## src/rtl/act_zero_run_compressor_pkg.sv

```systemverilog
`default_nettype none
// ============================================================================
// Module      : act_zero_run_compressor_pkg
// Description : Shared definitions for the activation zero-run compressor.
//               Holds the token flag values, the token-width helper and the
//               compressor state encoding.
// Revision    : 1.0 - initial release
// ============================================================================
package act_zero_run_compressor_pkg;

  // Token MSB: 0 = literal activation value, 1 = zero-run count
  localparam logic FLAG_VAL = 1'b0;
  localparam logic FLAG_RUN = 1'b1;

  // A token is the activation/run field plus one flag bit
  function automatic int compressed_width(input int act_width);
    return act_width + 1;
  endfunction

  typedef enum logic [0:0] {
    S_PASS = 1'b0,
    S_HOLD = 1'b1
  } state_t;

endpackage
`default_nettype wire

```

## src/rtl/act_token_out_reg.sv

```systemverilog
`default_nettype none
// ============================================================================
// Module      : act_token_out_reg
// Description : Single-entry output register feeding a FIFO write port.
//               A held token is written whenever the FIFO is not full; a new
//               token may load in the same edge as a write (1 token/cycle).
// Ports       : clk, rst_n      - clock, async active-low reset
//               load, load_data, load_last - new token (only when free)
//               afifo_full     - downstream FIFO full flag
//               data, last     - registered token and its end-of-row flag
//               write          - FIFO write strobe
//               free           - register can accept a token this cycle
// Revision    : 1.0 - initial release
// ============================================================================
module act_token_out_reg #(
  parameter int WIDTH = 17
) (
  input  logic             clk,
  input  logic             rst_n,
  input  logic             load,
  input  logic [WIDTH-1:0] load_data,
  input  logic             load_last,
  input  logic             afifo_full,
  output logic [WIDTH-1:0] data,
  output logic             last,
  output logic             write,
  output logic             free
);

  logic vld;

  assign write = vld & ~afifo_full;
  assign free  = ~vld | write;

  always_ff @(posedge clk or negedge rst_n) begin
    if (!rst_n) begin
      vld  <= 1'b0;
      data <= '0;
      last <= 1'b0;
    end else if (load) begin
      // A load in the same edge as a write replaces the written token
      vld  <= 1'b1;
      data <= load_data;
      last <= load_last;
    end else if (write) begin
      vld  <= 1'b0;
      last <= 1'b0;
    end
  end

endmodule
`default_nettype wire

```

## src/rtl/act_zero_run_compressor.sv

```systemverilog
`default_nettype none
// ============================================================================
// Module      : act_zero_run_compressor
// Description : Run-length encodes zeros of a raw activation stream into
//               flag-tagged tokens written into a PE activation FIFO.
//               {0,value} = non-zero activation, {1,count} = run of zeros
//               (count 1..MAX_RUN). Runs always flush at a row end.
// Ports       : clk, rst_n                 - clock, async active-low reset
//               act_in/act_valid/act_last  - raw activation stream
//               act_ready                  - input accepted this cycle
//               compressed_act_out         - token to AFIFO DataIn
//               AFIFO_write / AFIFO_full   - AFIFO write strobe / full flag
//               row_done                   - last token of a row written
//               zero_cnt                   - saturating accepted-zero count
// Revision    : 1.0 - initial release
// ============================================================================
module act_zero_run_compressor
  import act_zero_run_compressor_pkg::*;
#(
  parameter int activation_width     = 16,
  parameter int compressed_act_width = compressed_width(activation_width),
  parameter int MAX_RUN              = 255
) (
  input  logic                            clk,
  input  logic                            rst_n,
  input  logic [activation_width-1:0]     act_in,
  input  logic                            act_valid,
  input  logic                            act_last,
  output logic                            act_ready,
  output logic [compressed_act_width-1:0] compressed_act_out,
  output logic                            AFIFO_write,
  input  logic                            AFIFO_full,
  output logic                            row_done,
  output logic [15:0]                     zero_cnt
);

  localparam logic [activation_width-1:0] MAX_RUN_W = activation_width'(MAX_RUN);
  localparam logic [activation_width-1:0] ONE_W     = activation_width'(1);

  state_t                            state;
  logic [activation_width-1:0]       run;
  logic [activation_width-1:0]       run_inc;
  logic [activation_width-1:0]       hold_val;
  logic                              hold_last;

  logic                              free;
  logic                              o_last;
  logic                              load;
  logic [compressed_act_width-1:0]   load_data;
  logic                              load_last;
  logic                              accept;
  logic                              is_zero;
  logic                              run_flush;

  // Gated by rst_n so the producer never sees ready while reset is held
  assign act_ready = rst_n & (state == S_PASS) & free;
  assign accept    = act_valid & act_ready;
  assign is_zero   = (act_in == '0);
  assign run_inc   = run + ONE_W;
  assign run_flush = (run_inc == MAX_RUN_W) | act_last;
  assign row_done  = AFIFO_write & o_last;

  // Token selection. A held value always goes out before new input, since
  // act_ready is low in S_HOLD.
  always_comb begin
    load      = 1'b0;
    load_data = '0;
    load_last = 1'b0;
    if (state == S_HOLD) begin
      if (free) begin
        load      = 1'b1;
        load_data = {FLAG_VAL, hold_val};
        load_last = hold_last;
      end
    end else if (accept) begin
      if (!is_zero) begin
        load = 1'b1;
        if (run == '0) begin
          load_data = {FLAG_VAL, act_in};
          load_last = act_last;
        end else begin
          // Pending run goes first; the value waits in the hold register
          load_data = {FLAG_RUN, run};
          load_last = 1'b0;
        end
      end else if (run_flush) begin
        load      = 1'b1;
        load_data = {FLAG_RUN, run_inc};
        load_last = act_last;
      end
    end
  end

  always_ff @(posedge clk or negedge rst_n) begin
    if (!rst_n) begin
      state     <= S_PASS;
      run       <= '0;
      hold_val  <= '0;
      hold_last <= 1'b0;
      zero_cnt  <= '0;
    end else begin
      if (state == S_HOLD) begin
        if (free) begin
          state <= S_PASS;
        end
      end else if (accept) begin
        if (!is_zero) begin
          if (run != '0) begin
            hold_val  <= act_in;
            hold_last <= act_last;
            state     <= S_HOLD;
          end
          run <= '0;
        end else if (run_flush) begin
          run <= '0;
        end else begin
          run <= run_inc;
        end
        if (is_zero && (zero_cnt != 16'hFFFF)) begin
          zero_cnt <= zero_cnt + 16'd1;
        end
      end
    end
  end

  act_token_out_reg #(
    .WIDTH (compressed_act_width)
  ) u_out_reg (
    .clk        (clk),
    .rst_n      (rst_n),
    .load       (load),
    .load_data  (load_data),
    .load_last  (load_last),
    .afifo_full (AFIFO_full),
    .data       (compressed_act_out),
    .last       (o_last),
    .write      (AFIFO_write),
    .free       (free)
  );

endmodule
`default_nettype wire

```

## config.mk

```make
export PLATFORM = sky130hd
export DESIGN_NAME = act_zero_run_compressor
export DESIGN_NICKNAME = d
export VERILOG_FILES = /design/src/rtl/act_zero_run_compressor_pkg.sv /design/src/rtl/act_token_out_reg.sv /design/src/rtl/act_zero_run_compressor.sv
export SDC_FILE = /design/constraint.sdc
export NUM_CORES = 1
export LEC_CHECK = 0
export ABC_AREA = 1
export BUFFER_PORTS_ARGS = -buffer_cell sky130_fd_sc_hd__clkbuf_2
export CAP_MARGIN = 10
export CELL_PAD_IN_SITES_DETAIL_PLACEMENT = 1
export CELL_PAD_IN_SITES_GLOBAL_PLACEMENT = 1
export CORE_ASPECT_RATIO = 0.8
export CORE_MARGIN = 8
export CORE_UTILIZATION = 40
export DETAILED_ROUTE_END_ITERATION = 10
export GPL_TIMING_DRIVEN = 0
export PLACE_DENSITY = 0.82
export SETUP_SLACK_MARGIN = 0.4
export SYNTH_ARGS = -nofsm -noshare
export SYNTH_HDL_FRONTEND = slang
export SYNTH_SLANG_ARGS = --single-unit
```

## constraint.sdc

```tcl
create_clock -name clk -period 5.6 [get_ports clk]
set_input_delay 0.84 -clock clk [delete_from_list [all_inputs] [get_ports clk]]
set_output_delay 0.84 -clock clk [all_outputs]
set_load 0.02 [all_outputs]
```

==> flow_summary.ini <==
[floorplanning]
die-area_mm2 = 0.0136
die_y_um = 106
core_mm2 = 0.00973
io-pin-count = 57
initial_core_util_pct = 41.4
die_x_um = 128
rows = 32

[synth]
ys_seq_area_share_pct = 42.9
synthCells = 553
synth_area_mm2 = 0.00403
synthMuxAreaShare_pct = 0
synthAdderAreaFrac_pct = 1.24
synth_top_family_by_area = simple AND/OR/NAND/NOR gates
ys_ff_latch = 69
synth_compound_area_share_pct = 8.98
synth_top_area_share_pct = 42.9
ys_types = 35
yosys-top-cells-area = dfrtp_1 43%, nand2_1 14%, nand3_1 7.8%, nor2_1 5.5%, o21ai_0 5.5%
yosysWarnings = 0
synthSimpleGateAreaFrac_pct = 35.3
synth_fp_nets = 578
synth_edf_count = 0
synthArstFlopShare_pct = 100
syn_area_per_cell_um2 = 7.29
synth_xor_xnor_area_share_pct = 3.26
ys.flop_type = dfrtp_1
synth_top_cell_by_area = dfrtp_1

[cells_and_area]
regArea_mm2 = 0.00173
final_layout_size_suffix_gt1_share_pct = 16.6
area_growth_pct = 19.2
post-route-util_pct = 49.4
fill_cells = 1281
fin_nets = 646
layout.cells.non_filler = 761
multi_input_area_mm2 = 0.00196
mostFrequentLayoutCells = 154 x nand2_1, 69 x dfrtp_1, 63 x nand3_1, 59 x nor2_1, 58 x inv_1
final_cell_area_mm2 = 0.00480
final_common_cell = nand2_1
insertedDiodeCount = 0

[grt]
grt_pass1_vias = 4503
gr-usage-all-layers_pct = 21.2
grt_max_degree = 52
antenna_found_initial = 0
gr-total-overflow = 0
grt_pass1_wl_um = 23000

[timing]
timing.slew.headroom_pct = 51.8
tightest_slew_ns = 0.721
final_max_slew_viol_count = 0
fin_crit_ns = 3.00
finalSetupTns_ns = 0
finalHoldViolCount = 0
setup_viol = 0
clock_skew_ns = 0.00734
fin_ws_ns = 2.60
finalCritPeriodShare_pct = 53.6
rsz0062_at_grt = false
holdWs_ns = 0.421
clock.fmax_mhz = 333

[worst_setup_path]
critPathMaxFanout = 51
r2r_start = run[9]
reg2reg_depth = 9
cp.required_ns = 5.79
rr_endpoint = state
start_kind = input port
cp-end-kind = register
worstSetupPathType = in2reg
ff2ff_setup_slack_ns = 3.08
worstPathArrival_ns = 3.19

[placement]
routabilityCongestion = 0.930
post-dp-hpwl_um = 10400
place_ws_ns = 2.23
dpl_cell_area_mm2 = 0.00451
portBuffers = 56
dp_cells = 746

[routing]
drc = 0
wl_per_cell_um = 17.8
drt-pass1-iter-count = 4
drtAntennaViolNets = 0
drtIter0Drc = 212
routed_wirelength_um = 13600
via_per_inst = 5.33
num_vias = 4057

[power]
power_mw = 1.40
p_leak_nw = 2.45
cellPowerDensity_mw_per_mm2 = 291
peakVddDrop_mv = 0.159

[clock_tree]
clock_path_buffers = 2
cts_setup_buffers = 0
path_clk_slew_ns = 0.06
hold_buffers = 0
clkSinkCount = 69
cts.htree.levels = 3
cts_root_buf = clkbuf_16
clk_latency_ns = 0.34
cts_resized = 0
cts_tree = done
cts_buffers = 9

[status]
status = completed

[job]
cap_viol_max_count = 0

[hold_path]
hold_class = in2async
==> sequential cells by signal, summed over array words and instances, names as in the netlist <==
register        cells
hold_last           1
hold_val           16
run                16
state               1
u_out_reg.data     17
u_out_reg.last      1
u_out_reg.vld       1
zero_cnt           16
==> cells in the mapped netlist, types with 2 or more instances <==
library cell / count
a21oi_1: 6
inv_2: 6
buf_2: 2
ha_1: 4
buf_6: 2
xnor2_1: 5
nor2_1: 59
o22ai_1: 8
nand2_2: 5
dfrtp_1: 69
nand3_2: 2
a22oi_1: 2
xor2_1: 10
nand3_1: 63
nand4_1: 15
inv_1: 58
clkbuf_1: 9
nand2_1: 154
nand2_4: 2
o21ai_0: 44
nor3_2: 3
nor2_2: 6
nor3_1: 6
nor2_4: 2
==> how the worst max path moves through the flow <==
stage | from | slack (ns) | endpoint
6_report | rst_n | 2.60 | run[7]
3_3_place_gp | rst_n | 1.45 | run[6]
2_1_floorplan | AFIFO_full | 3.21 | zero_cnt[9]
4_1_cts | rst_n | 2.58 | run[7]
3_5_place_dp | rst_n | 2.23 | run[7]
5_1_grt | rst_n | 2.38 | run[7]
==> power breakdown <==
part           internal, mW  switching, mW  total [mW]
combinational        0.0723          0.132       0.205
sequential            0.580         0.0401       0.620
clock                 0.367          0.206       0.573
==> critical path, stage by stage <==
cell	delay, ns
clkbuf_4	0.31
buf_16	0.29
nand2_1	0.10
nor2_2	0.14
nand2_1	0.12
clkinv_1	0.19
clkbuf_1	0.45
clkbuf_1	0.51
o22ai_1	0.19
==> cells by family after synthesis <==
group	Yosys count
AO/OA/AOI/OAI	66
XOR/XNOR	15
adder cells (fa/ha/maj)	4
buffers and inverters	80
flip-flops	69
AND/OR/NAND/NOR	319
==> metal layers <==
layer	track usage, %	routed length [µm]	vias up
li1	-	-	1926
met1	28.8	6440	2006
met2	33.4	6250	106
met3	4.28	684	19
met4	6.18	199	0
met5	0	0	-
==> area by class of cell <==
cell class                 count  share of cell area, %
clock buffer                  14                   5.50
tap                          136                   3.54
multi-input combinational    404                   40.9
clock inverter                 1                  0.625
inverter                      65                   5.08
buffer                        15                   1.95
timing repair buffer          57                   6.46
sequential                    69                   35.9
Note: power is estimated with default switching activity, not from simulation.
